$ cat config.mk
export PLATFORM = sky130hd
export DESIGN_NAME = sccb_config_seq_flat
export DESIGN_NICKNAME = d
export VERILOG_FILES = /design/src/rtl/sccb_cfg_pkg.sv /design/src/rtl/sccb_config_seq_if.sv /design/src/rtl/sccb_cycle_timer.sv /design/src/rtl/sccb_config_seq.sv /design/src/flat_wrapper.sv
export SDC_FILE = /design/constraint.sdc
export NUM_CORES = 1
export LEC_CHECK = 0
export ABC_AREA = 1
export BUFFER_PORTS_ARGS = -buffer_cell sky130_fd_sc_hd__buf_2
export CORE_MARGIN = 5
export CORE_UTILIZATION = 40
export CTS_CLUSTER_DIAMETER = 150
export CTS_CLUSTER_SIZE = 14
export DETAILED_ROUTE_END_ITERATION = 16
export HOLD_SLACK_MARGIN = 0.12
export PLACE_DENSITY = 0.62
export SKIP_LAST_GASP = 1
export SLEW_MARGIN = 20
export SYNTH_ARGS = -nofsm -noshare
export SYNTH_HDL_FRONTEND = slang
export SYNTH_SLANG_ARGS = --single-unit
$ cat constraint.sdc
create_clock -name clk -period 2.3 [get_ports clk]
set_clock_uncertainty 0.05 [all_clocks]
set_input_delay 0.46 -clock clk [delete_from_list [all_inputs] [get_ports clk]]
set_output_delay 0.46 -clock clk [all_outputs]
set_load 0.005 [all_outputs]
$ cat src/rtl/sccb_cfg_pkg.sv
// Shared types and constants for the SCCB configuration sequencer.
// The ERR state exists only when CFG_TIMEOUT_EN is defined.
package sccb_cfg_pkg;

    localparam int unsigned ADDR_W = 8;
    localparam int unsigned DATA_W = 8;
    localparam int unsigned WORD_W = 2 * DATA_W;

    localparam logic [WORD_W-1:0] END_MARKER   = 16'hFFFF;
    localparam logic [WORD_W-1:0] DELAY_MARKER = 16'hFFF0;

    typedef enum logic [3:0] {
        ST_IDLE,
        ST_FETCH,
        ST_DECODE,
        ST_SEND,
        ST_HOLD,
        ST_WAIT,
        ST_DELAY,
        ST_FIN
`ifdef CFG_TIMEOUT_EN
        , ST_ERR
`endif
    } state_e;

    function automatic int unsigned max_u(input int unsigned a, input int unsigned b);
        return (a > b) ? a : b;
    endfunction

endpackage

$ cat src/rtl/sccb_config_seq_if.sv
// ROM, SCCB-master and status signals of the configuration sequencer.
interface sccb_config_seq_if;
    import sccb_cfg_pkg::*;

    logic              start;
    logic [ADDR_W-1:0] rom_addr;
    logic [WORD_W-1:0] rom_dout;
    logic              sccb_ready;
    logic              sccb_start;
    logic [DATA_W-1:0] sccb_reg;
    logic [DATA_W-1:0] sccb_val;
    logic              busy;
    logic              done;
    logic              error;

    modport master (
        input  start, rom_dout, sccb_ready,
        output rom_addr, sccb_start, sccb_reg, sccb_val, busy, done, error
    );

    modport slave (
        output start, rom_dout, sccb_ready,
        input  rom_addr, sccb_start, sccb_reg, sccb_val, busy, done, error
    );
endinterface

$ cat src/rtl/sccb_cycle_timer.sv
// Loadable down-counter that stops at zero; zero_c flags the terminal count.
module sccb_cycle_timer #(
    parameter int unsigned WIDTH = 16
) (
    input  logic             clk,
    input  logic             rst,
    input  logic             load,
    input  logic [WIDTH-1:0] load_val,
    input  logic             dec,
    output logic             zero_c
);
    logic [WIDTH-1:0] cnt_q;

    always_ff @(posedge clk or posedge rst) begin
        if (rst) begin
            cnt_q <= '0;
        end else if (load) begin
            cnt_q <= load_val;
        end else if (dec && (cnt_q != '0)) begin
            cnt_q <= cnt_q - WIDTH'(1);
        end
    end

    assign zero_c = (cnt_q == '0);
endmodule

$ cat src/rtl/sccb_config_seq.sv
// Walks a register/value ROM and issues one SCCB write per entry, honouring delay/end markers.
// Define CFG_TIMEOUT_EN to abort into ERR when the SCCB master stalls for TIMEOUT_CYCLES.
module sccb_config_seq
    import sccb_cfg_pkg::*;
#(
    parameter int unsigned DELAY_CYCLES   = 1_000_000,
    parameter int unsigned TIMEOUT_CYCLES = 65_536
) (
    input  logic              clk,
    input  logic              rst,
    sccb_config_seq_if.master bus
);
    localparam int unsigned CNT_W = $clog2(max_u(DELAY_CYCLES, TIMEOUT_CYCLES) + 1);

    state_e            state_q, state_d;
    logic [ADDR_W-1:0] rom_addr_q, rom_addr_d;
    logic              sccb_start_q, sccb_start_d;
    logic [DATA_W-1:0] reg_q, reg_d;
    logic [DATA_W-1:0] val_q, val_d;
    logic              busy_q, busy_d;
    logic              done_q, done_d;
    logic              last_addr_c;
    logic              idle_like_c;
    logic              dly_load_c;
    logic              dly_dec_c;
    logic              dly_zero_c;

    assign last_addr_c = (rom_addr_q == '1);
    assign dly_load_c  = (state_q == ST_DECODE) && (bus.rom_dout == DELAY_MARKER);
    assign dly_dec_c   = (state_q == ST_DELAY);

    sccb_cycle_timer #(.WIDTH(CNT_W)) u_delay (
        .clk      (clk),
        .rst      (rst),
        .load     (dly_load_c),
        .load_val (CNT_W'(DELAY_CYCLES - 1)),
        .dec      (dly_dec_c),
        .zero_c   (dly_zero_c)
    );

`ifdef CFG_TIMEOUT_EN
    logic to_load_c;
    logic to_dec_c;
    logic to_zero_c;
    logic error_q, error_d;

    // Reload only on entry so the budget covers the whole stay in SEND or WAIT.
    assign to_load_c = (state_d != state_q) && ((state_d == ST_SEND) || (state_d == ST_WAIT));
    assign to_dec_c  = (state_q == ST_SEND) || (state_q == ST_WAIT);
    assign idle_like_c = (state_q == ST_IDLE) || (state_q == ST_FIN) || (state_q == ST_ERR);

    sccb_cycle_timer #(.WIDTH(CNT_W)) u_timeout (
        .clk      (clk),
        .rst      (rst),
        .load     (to_load_c),
        .load_val (CNT_W'(TIMEOUT_CYCLES - 1)),
        .dec      (to_dec_c),
        .zero_c   (to_zero_c)
    );
`else
    assign idle_like_c = (state_q == ST_IDLE) || (state_q == ST_FIN);
`endif

    // State register and registered outputs.
    always_ff @(posedge clk or posedge rst) begin
        if (rst) begin
            state_q      <= ST_IDLE;
            rom_addr_q   <= '0;
            sccb_start_q <= 1'b0;
            reg_q        <= '0;
            val_q        <= '0;
            busy_q       <= 1'b0;
            done_q       <= 1'b0;
`ifdef CFG_TIMEOUT_EN
            error_q      <= 1'b0;
`endif
        end else begin
            state_q      <= state_d;
            rom_addr_q   <= rom_addr_d;
            sccb_start_q <= sccb_start_d;
            reg_q        <= reg_d;
            val_q        <= val_d;
            busy_q       <= busy_d;
            done_q       <= done_d;
`ifdef CFG_TIMEOUT_EN
            error_q      <= error_d;
`endif
        end
    end

    // Next-state logic.
    always_comb begin
        state_d = state_q;
        case (state_q)
            ST_IDLE, ST_FIN: if (bus.start) state_d = ST_FETCH;
`ifdef CFG_TIMEOUT_EN
            ST_ERR:          if (bus.start) state_d = ST_FETCH;
`endif
            ST_FETCH:        state_d = ST_DECODE;
            ST_DECODE: begin
                if (bus.rom_dout == END_MARKER)        state_d = ST_FIN;
                else if (bus.rom_dout == DELAY_MARKER) state_d = ST_DELAY;
                else                                   state_d = ST_SEND;
            end
            ST_SEND: begin
                if (bus.sccb_ready) state_d = ST_HOLD;
`ifdef CFG_TIMEOUT_EN
                else if (to_zero_c) state_d = ST_ERR;
`endif
            end
            ST_HOLD:         state_d = ST_WAIT;
            ST_WAIT: begin
                if (bus.sccb_ready) state_d = last_addr_c ? ST_FIN : ST_FETCH;
`ifdef CFG_TIMEOUT_EN
                else if (to_zero_c) state_d = ST_ERR;
`endif
            end
            ST_DELAY:        if (dly_zero_c) state_d = last_addr_c ? ST_FIN : ST_FETCH;
            default:         state_d = ST_IDLE;
        endcase
    end

    // Next values of the registered outputs, keyed on the transition being taken.
    always_comb begin
        rom_addr_d   = rom_addr_q;
        sccb_start_d = 1'b0;
        reg_d        = reg_q;
        val_d        = val_q;
        busy_d       = busy_q;
        done_d       = done_q;
`ifdef CFG_TIMEOUT_EN
        error_d      = error_q;
`endif
        if (state_d == ST_FETCH) begin
            if (idle_like_c) begin
                rom_addr_d = '0;
                busy_d     = 1'b1;
                done_d     = 1'b0;
`ifdef CFG_TIMEOUT_EN
                error_d    = 1'b0;
`endif
            end else begin
                rom_addr_d = rom_addr_q + ADDR_W'(1);
            end
        end
        if ((state_q == ST_DECODE) && (state_d == ST_SEND)) begin
            reg_d = bus.rom_dout[WORD_W-1:DATA_W];
            val_d = bus.rom_dout[DATA_W-1:0];
        end
        if ((state_q == ST_SEND) && bus.sccb_ready) begin
            sccb_start_d = 1'b1;
        end
        if ((state_d == ST_FIN) && (state_q != ST_FIN)) begin
            busy_d = 1'b0;
            done_d = 1'b1;
        end
`ifdef CFG_TIMEOUT_EN
        if ((state_d == ST_ERR) && (state_q != ST_ERR)) begin
            busy_d  = 1'b0;
            done_d  = 1'b0;
            error_d = 1'b1;
        end
`endif
    end

    assign bus.rom_addr   = rom_addr_q;
    assign bus.sccb_start = sccb_start_q;
    assign bus.sccb_reg   = reg_q;
    assign bus.sccb_val   = val_q;
    assign bus.busy       = busy_q;
    assign bus.done       = done_q;
`ifdef CFG_TIMEOUT_EN
    assign bus.error      = error_q;
`else
    assign bus.error      = 1'b0;
`endif
endmodule

$ cat src/flat_wrapper.sv
// flat-port wrapper written by rule: the top's interface ports become plain ports
module sccb_config_seq_flat import sccb_cfg_pkg::*;
#(
    parameter int unsigned DELAY_CYCLES   = 1_000_000,
    parameter int unsigned TIMEOUT_CYCLES = 65_536
)
  (clk, rst, bus_start, bus_rom_dout, bus_sccb_ready, bus_rom_addr, bus_sccb_start, bus_sccb_reg, bus_sccb_val, bus_busy, bus_done, bus_error);
  sccb_config_seq_if bus_i ();
  input  logic clk;
  input  logic rst;
  input wire logic [$bits(bus_i.start)-1:0] bus_start;
  input wire logic [$bits(bus_i.rom_dout)-1:0] bus_rom_dout;
  input wire logic [$bits(bus_i.sccb_ready)-1:0] bus_sccb_ready;
  output wire logic [$bits(bus_i.rom_addr)-1:0] bus_rom_addr;
  output wire logic [$bits(bus_i.sccb_start)-1:0] bus_sccb_start;
  output wire logic [$bits(bus_i.sccb_reg)-1:0] bus_sccb_reg;
  output wire logic [$bits(bus_i.sccb_val)-1:0] bus_sccb_val;
  output wire logic [$bits(bus_i.busy)-1:0] bus_busy;
  output wire logic [$bits(bus_i.done)-1:0] bus_done;
  output wire logic [$bits(bus_i.error)-1:0] bus_error;
  assign bus_i.start = bus_start;
  assign bus_i.rom_dout = bus_rom_dout;
  assign bus_i.sccb_ready = bus_sccb_ready;
  assign bus_rom_addr = bus_i.rom_addr;
  assign bus_sccb_start = bus_i.sccb_start;
  assign bus_sccb_reg = bus_i.sccb_reg;
  assign bus_sccb_val = bus_i.sccb_val;
  assign bus_busy = bus_i.busy;
  assign bus_done = bus_i.done;
  assign bus_error = bus_i.error;
  sccb_config_seq #(.DELAY_CYCLES(DELAY_CYCLES), .TIMEOUT_CYCLES(TIMEOUT_CYCLES)) u_core (.clk(clk), .rst(rst), .bus(bus_i));
endmodule
Word level (Yosys, flattened, before mapping)
Cells that the tools add are included.

Divide/modulo/power cells: 0. Bitwise logic cells: 0. Shift-type cells: 0. $add $sub $neg: 2. Muxes and demuxes: 18. Multiply operators: 0. Reduce and logical (&&, ||, !) cells: 14. Equality and inequality tests: 14. $lt $le $gt $ge: 0.

Operators by type and width (number): $mux 20 (2); $eq 16x16->1 const B (2); $pmux 4 s7 (1); $eq 4x3->1 const B (5); $logic_not 20->1 (1); $mux 4 (5); $reduce_bool 20->1 (1); $sub 20x1->20 const B (1); $eq 4x2->1 const B (3); $add 8x1->8 const B (1); $eq 4x1->1 const B (2); $eq 8x8->1 const B (1); $mux 8 (1); $mux 1 (7); $mux 3 (2); $reduce_bool 2->1 (3); $logic_and 1x1->1 (5); $logic_not 4->1 (1); $ne 4x3->1 const B (1); $reduce_and 2->1 (1); $reduce_or 2->1 (1); $logic_or 1x1->1 (1).

Input port bits: 20. Latch bits: 0. ROM bits: 0. RAM bits: 0. Logic and storage cells: 56. Memories: 0. Output and inout port bits: 28. Register bits: 51.

Longest topological paths before layout
Depth in word-level cells: 8. Mapped depth: 13. Gate-level depth less buffers: 13.

Cells and area by module
A second synthesis with hierarchy kept.

Cell total of the unflattened synthesis: 479. Area total of the unflattened synthesis: 3295.7 sq um.

By module, submodules not included: sccb_config_seq (times used 1, cells an instance 226, area each 1707.9 sq um, seq. area each 775.7 sq um); sccb_cycle_timer (times used 1, cells an instance 253, area each 1587.8 sq um, seq. area each 500.5 sq um).

Least setup slack after synthesis
OpenSTA, ideal clock, no wires.

Path type: reg-to-reg. Start point: register u_core.u_delay.cnt_q[0]. End point: register u_core.reg_q[4], in the netlist u_core.bus.sccb_reg[4]. Path buffers: 1. Slack: 493 ps. Clock period less this slack: 1807 ps. Arrival: 1640 ps. Library setup time: 116 ps. Cell stages (with the launch flop): 13. Data required time: 2134 ps. Cell sequence: dfrtp_1 > inv_1 > ha_1 > nand2_2 > nor2_4 > nand3_2 > nand2_4 > nand2_2 > nor2_4 > nand2_2 > buf_2 > nand2_1 > nand2_1.

Word-level cells in the longest chain between the ends: 5.

Ends and longest elaborated chain: start, declared (line sccb_cycle_timer.sv:12) `logic [WIDTH-1:0] cnt_q;`; start signal, assigned (line sccb_cycle_timer.sv:18) `cnt_q <= load_val;`; start signal, assigned (line sccb_cycle_timer.sv:20) `cnt_q <= cnt_q - WIDTH'(1);`; $logic_not 20->1 (line sccb_cycle_timer.sv:24) `assign zero_c = (cnt_q == '0);`; $mux 4 (line sccb_config_seq.sv:118) `ST_DELAY: if (dly_zero_c) state_d = last_addr_c ? ST_FIN : ST_FETCH;`; $pmux 4 s7 (line sccb_config_seq.sv:94) `case (state_q)`; $eq 4x2->1 (line sccb_config_seq.sv:146) `if ((state_q == ST_DECODE) && (state_d == ST_SEND)) begin`; $logic_and 1x1->1 (line sccb_config_seq.sv:146); end signal, assigned (line sccb_config_seq.sv:81) `reg_q <= reg_d;`; end, declared (line sccb_config_seq.sv:18) `logic [DATA_W-1:0] reg_q, reg_d;`.

Every way passes these cells. A chain may end at the register's enable or synchronous reset.

Final worst setup path
Start point: register u_core.u_delay.cnt_q[0]. End point: register u_core.rom_addr_q[4], in the netlist u_core.bus.rom_addr[4].

Word-level cells in the longest chain between the ends: 4.

Ends and longest elaborated chain: $logic_not 20->1 (line sccb_cycle_timer.sv:24); $mux 4 (line sccb_config_seq.sv:118); $pmux 4 s7 (line sccb_config_seq.sv:94); net u_core.state_d[1] (line sccb_config_seq.sv:15) `state_e state_q, state_d;`; $eq 4x1->1 (line sccb_config_seq.sv:134) `if (state_d == ST_FETCH) begin`; end signal, assigned (line sccb_config_seq.sv:79) `rom_addr_q <= rom_addr_d;`; end, declared (line sccb_config_seq.sv:16) `logic [ADDR_W-1:0] rom_addr_q, rom_addr_d;`.

The timed path passes the listed nets, and every way through them passes these cells.

==> results <==
- The worst hold path belongs to the class in -> async.
- The maximum clock frequency is 492.3 MHz.
- The post-route netlist has 20.55% of its cells at a drive strength greater than 1.
- The proportion of netlist area held by the largest area contributor is 44.76%.
- For this design, the slowest cell found on the critical path is sky130_fd_sc_hd__dfrtp_1.
- Setup total negative slack on the finished layout was measured at 0 ns.
- The TritonCTS clock tree is yes.
- Setup repair after global routing left no endpoint under its margin.
- The remaining antenna violation count is 0.
- OpenSTA, run right after detailed placement, puts the worst setup slack at 0.2867 ns.
- In the final layout, flip-flops and latches occupy 1276 µm².
- STA classifies the critical path startpoint as a flip-flop.
- After the first detailed-routing iteration, the DRC count stood at 95.
- The die extent in x is 94.43 µm.
- The number of setup violations in the final report is 0.
- Counting flops and latches in the post-synthesis netlist gives 51.
- For this design, the sink count on the clock tree is 51.
- Routability-driven placement finished with a final weighted congestion of 0.8105.
- The initial antenna violation count is 0.
- The number of clock buffers added by TritonCTS is 5.
- 0 antenna diodes ended up in the layout.
- Traced cell by cell, the critical path runs through inv_1, ha_1, nand2_2, nor2_4, nand3_2, nand2_4, nand3_2, nor2_2, nand2_2, inv_1, nand2_1, nand2_1.
- The gate count after technology mapping is 386.
- The filler cell count is 698.
- The count of endpoints failing hold in the final timing report is 0.
- The number of global-route vias before repair was 2,378.
- The register with the most flip-flops in the layout has 20 of them.
- The register with the highest flop count is u_core.u_delay.cnt_q.
- The post-route cell area is 3297 µm².
- The overall power consumption is 2.670 mW.
- The number of gates resized after cts is 0.
- The worst path required time is 2.50 ns.
- The number of slew-limit violations in the final report is 0.
- The number of cell rows is 30.
- The final period utilization is 88.32%.
- The wire-length estimate of the detail-placed layout is 4.694 mm.
- For this run, the post-layout net count is 459.
- The footprint of the multi-input gates is 1348 µm².
- The top cell types in the final layout, fill and taps aside, are sky130_fd_sc_hd__nand2_1 (111), sky130_fd_sc_hd__dfrtp_1 (51), sky130_fd_sc_hd__nor2_1 (50), sky130_fd_sc_hd__buf_2 (46), sky130_fd_sc_hd__nand3_1 (45).
- The slack of the critical path is 0.2687 ns.
- Of all nets on the critical path, the largest fanout is 14.
- Data arrives at the worst endpoint at 2.23 ns.
- By area the synthesized netlist is led by sky130_fd_sc_hd__dfrtp_1 (45%), sky130_fd_sc_hd__nand2_1 (15%), sky130_fd_sc_hd__nand3_1 (7.9%), sky130_fd_sc_hd__nor2_1 (6.6%), sky130_fd_sc_hd__inv_1 (5.5%).
- After clock tree synthesis, the clock-pin slew on the worst setup and hold paths is 0.09 ns.
- The remaining global-route overflow is 0.
- The type of the worst setup path is reg -> reg.
- The area of the mapped netlist is 2851 µm².
- Entering global routing, the biggest net connects 32 pins.
- The core region is 6869 µm².
- The number of library cell types mapped by synthesis is 29.
- STA classifies the critical path endpoint as a flip-flop.
- The total power per unit cell area is 809.8 nW/µm².
- Summing the sequential cell areas from Yosys gives 44.76% of the chip area.
- Once placement finished, the instance area stood at 3197 µm².
- The count of buffers added on input and output ports is 46.
- The via count normalized by instance count is 4.667.
- The maximum vdd drop is 0.3040 mV.
- At the later pin of the worst-skew pair, clock insertion delay measures 0.31 ns.
- The number of optimization iterations in the first detailed-route pass is 4.
- The die covers 8917 µm².
- The leading cell type in the layout, fill and taps excluded is sky130_fd_sc_hd__nand2_1.
- The overall fraction of global-route tracks in use is 15.03%.
- The number of setup buffers added after CTS is 0.
- The routed wire length per instance is 11.45 µm.
- The H-tree generated during clock tree synthesis spans 2 levels.
- Buffers inserted to repair hold after CTS numbered 0.
- Subtracting the final worst setup slack from the clock period gives 2.031 ns.
- The first global-routing pass estimated 10.86 mm of wire.
- The overall die height is 94.43 µm.
- Counting along the longest clock path gives a buffer depth of 2.
- The number of violations of the max-capacitance limit is 0.
- Each instance of the synthesized netlist takes up on average 7.387 µm².
- The layout-stage area growth over the synthesis result is 15.62%.
- Final hold analysis gives a worst-case slack of 0.1089 ns.
- The flow ran to the end, and the final reports show no timing, DRC or antenna violations.
- The post-synthesis cell type with the largest combined area is sky130_fd_sc_hd__dfrtp_1.
- In the routed design, unresolved DRC markers number 0.
- The boundary pin count is 48.
- The via count of the routed design is 2,492.
- The largest incremental delay on the critical path is 0.40 ns.
- Yosys printed 0 warnings.
- Summed over all cells, the static leakage comes to 1.711 nW.
- In this run the clock root is driven by a sky130_fd_sc_hd__clkbuf_8.
- After detailed routing, the total wire length is 6.114 mm.
- The initial standard-cell utilization of the core is 41.51%.
-- path summary, 6_finish.rpt --
check | cells after the start | from | endpoint | slack, ns
max in group asynchronous | 3 | rst | u_core.bus.sccb_start | 1.56
setup / recovery | 12 | u_core.u_delay.cnt_q[0] | u_core.bus.rom_addr[4] | 0.27
setup reg to reg | 12 | u_core.u_delay.cnt_q[0] | u_core.bus.rom_addr[4] | 0.27
hold / removal | 2 | rst | u_core.u_delay.cnt_q[6] | 0.11
hold reg to reg | 2 | u_core.bus.sccb_val[0] | u_core.bus.sccb_val[0] | 0.42
min in group clk | 3 | bus_rom_dout[13] | u_core.bus.sccb_reg[5] | 0.35
-- Yosys cell counts --
master,count
sky130_fd_sc_hd__o21a_1,1
sky130_fd_sc_hd__ha_1,2
sky130_fd_sc_hd__buf_6,3
sky130_fd_sc_hd__inv_2,4
sky130_fd_sc_hd__nor3_1,4
sky130_fd_sc_hd__xor2_1,6
sky130_fd_sc_hd__xnor2_1,1
sky130_fd_sc_hd__inv_1,42
sky130_fd_sc_hd__conb_1,1
sky130_fd_sc_hd__nand3_1,45
sky130_fd_sc_hd__nor2_1,50
sky130_fd_sc_hd__nand2_2,6
sky130_fd_sc_hd__nand2_1,111
sky130_fd_sc_hd__nor2_2,4
sky130_fd_sc_hd__o21ai_2,5
sky130_fd_sc_hd__nand3_2,2
sky130_fd_sc_hd__clkbuf_1,2
sky130_fd_sc_hd__o21ai_0,16
sky130_fd_sc_hd__nor2_4,4
sky130_fd_sc_hd__nor3_4,1
sky130_fd_sc_hd__or2_2,4
sky130_fd_sc_hd__dfrtp_1,51
sky130_fd_sc_hd__nand2_4,1
sky130_fd_sc_hd__a21oi_1,12
sky130_fd_sc_hd__o21ai_1,1
sky130_fd_sc_hd__buf_4,1
sky130_fd_sc_hd__nand4_1,2
sky130_fd_sc_hd__nand3b_1,2
sky130_fd_sc_hd__buf_2,2
-- through the flow --
stage / cells / utilization (%)
after floorplan: 387 / -
after global placement: 526 / 46.54
after detailed placement: 526 / 46.54
after CTS: 534 / 48.00
after global routing: 534 / 48.00
final: 534 / 48.00
-- layer usage --
metal	global-route usage [%]	wire length [µm]	vias up
met5	0	0	-
met4	4.332	82	0
met3	2.709	262	10
met2	25.00	2969	45
met1	20.00	2799	1122
li1	-	-	1315
-- power breakdown --
| group | switching [mW] | internal [mW] | total [mW] |
|---|---|---|---|
| Clock | 0.291 | 0.275 | 0.566 |
| Sequential | 0.152 | 1.11 | 1.26 |
| Combinational | 0.502 | 0.344 | 0.846 |
| Total | 0.945 | 1.72 | 2.67 |
-- critical path, delay by kind of cell (launching register included) --
family	cells	cell delay, ns
fa+ha+maj	1	0.21
buf+inv	2	0.26
flops	1	0.40
simple gates	9	1.04
-- cell type report --
type	instances	area share, %
timing repair buffer	51	8.501
sequential	51	38.71
tap	96	3.643
inverter	46	5.237
multi-input combinational	282	40.87
clock buffer	8	3.036
-- cell families (layout without fill, tap and decap cells) --
| kind of cell | Yosys count | in the layout | synth area share (%) |
|---|---|---|---|
| AND/OR/NAND/NOR | 236 | 236 | 37.08 |
| buffers and inverters | 54 | 105 | 8.118 |
| flip-flops | 51 | 51 | 44.76 |
| AO/OA/AOI/OAI | 35 | 35 | 6.889 |
| XOR/XNOR | 7 | 7 | 2.150 |
| adder cells (fa/ha/maj) | 2 | 2 | 0.8774 |
| other | 1 | 2 | 0.1315 |
Power figures use the tool's default switching activity.
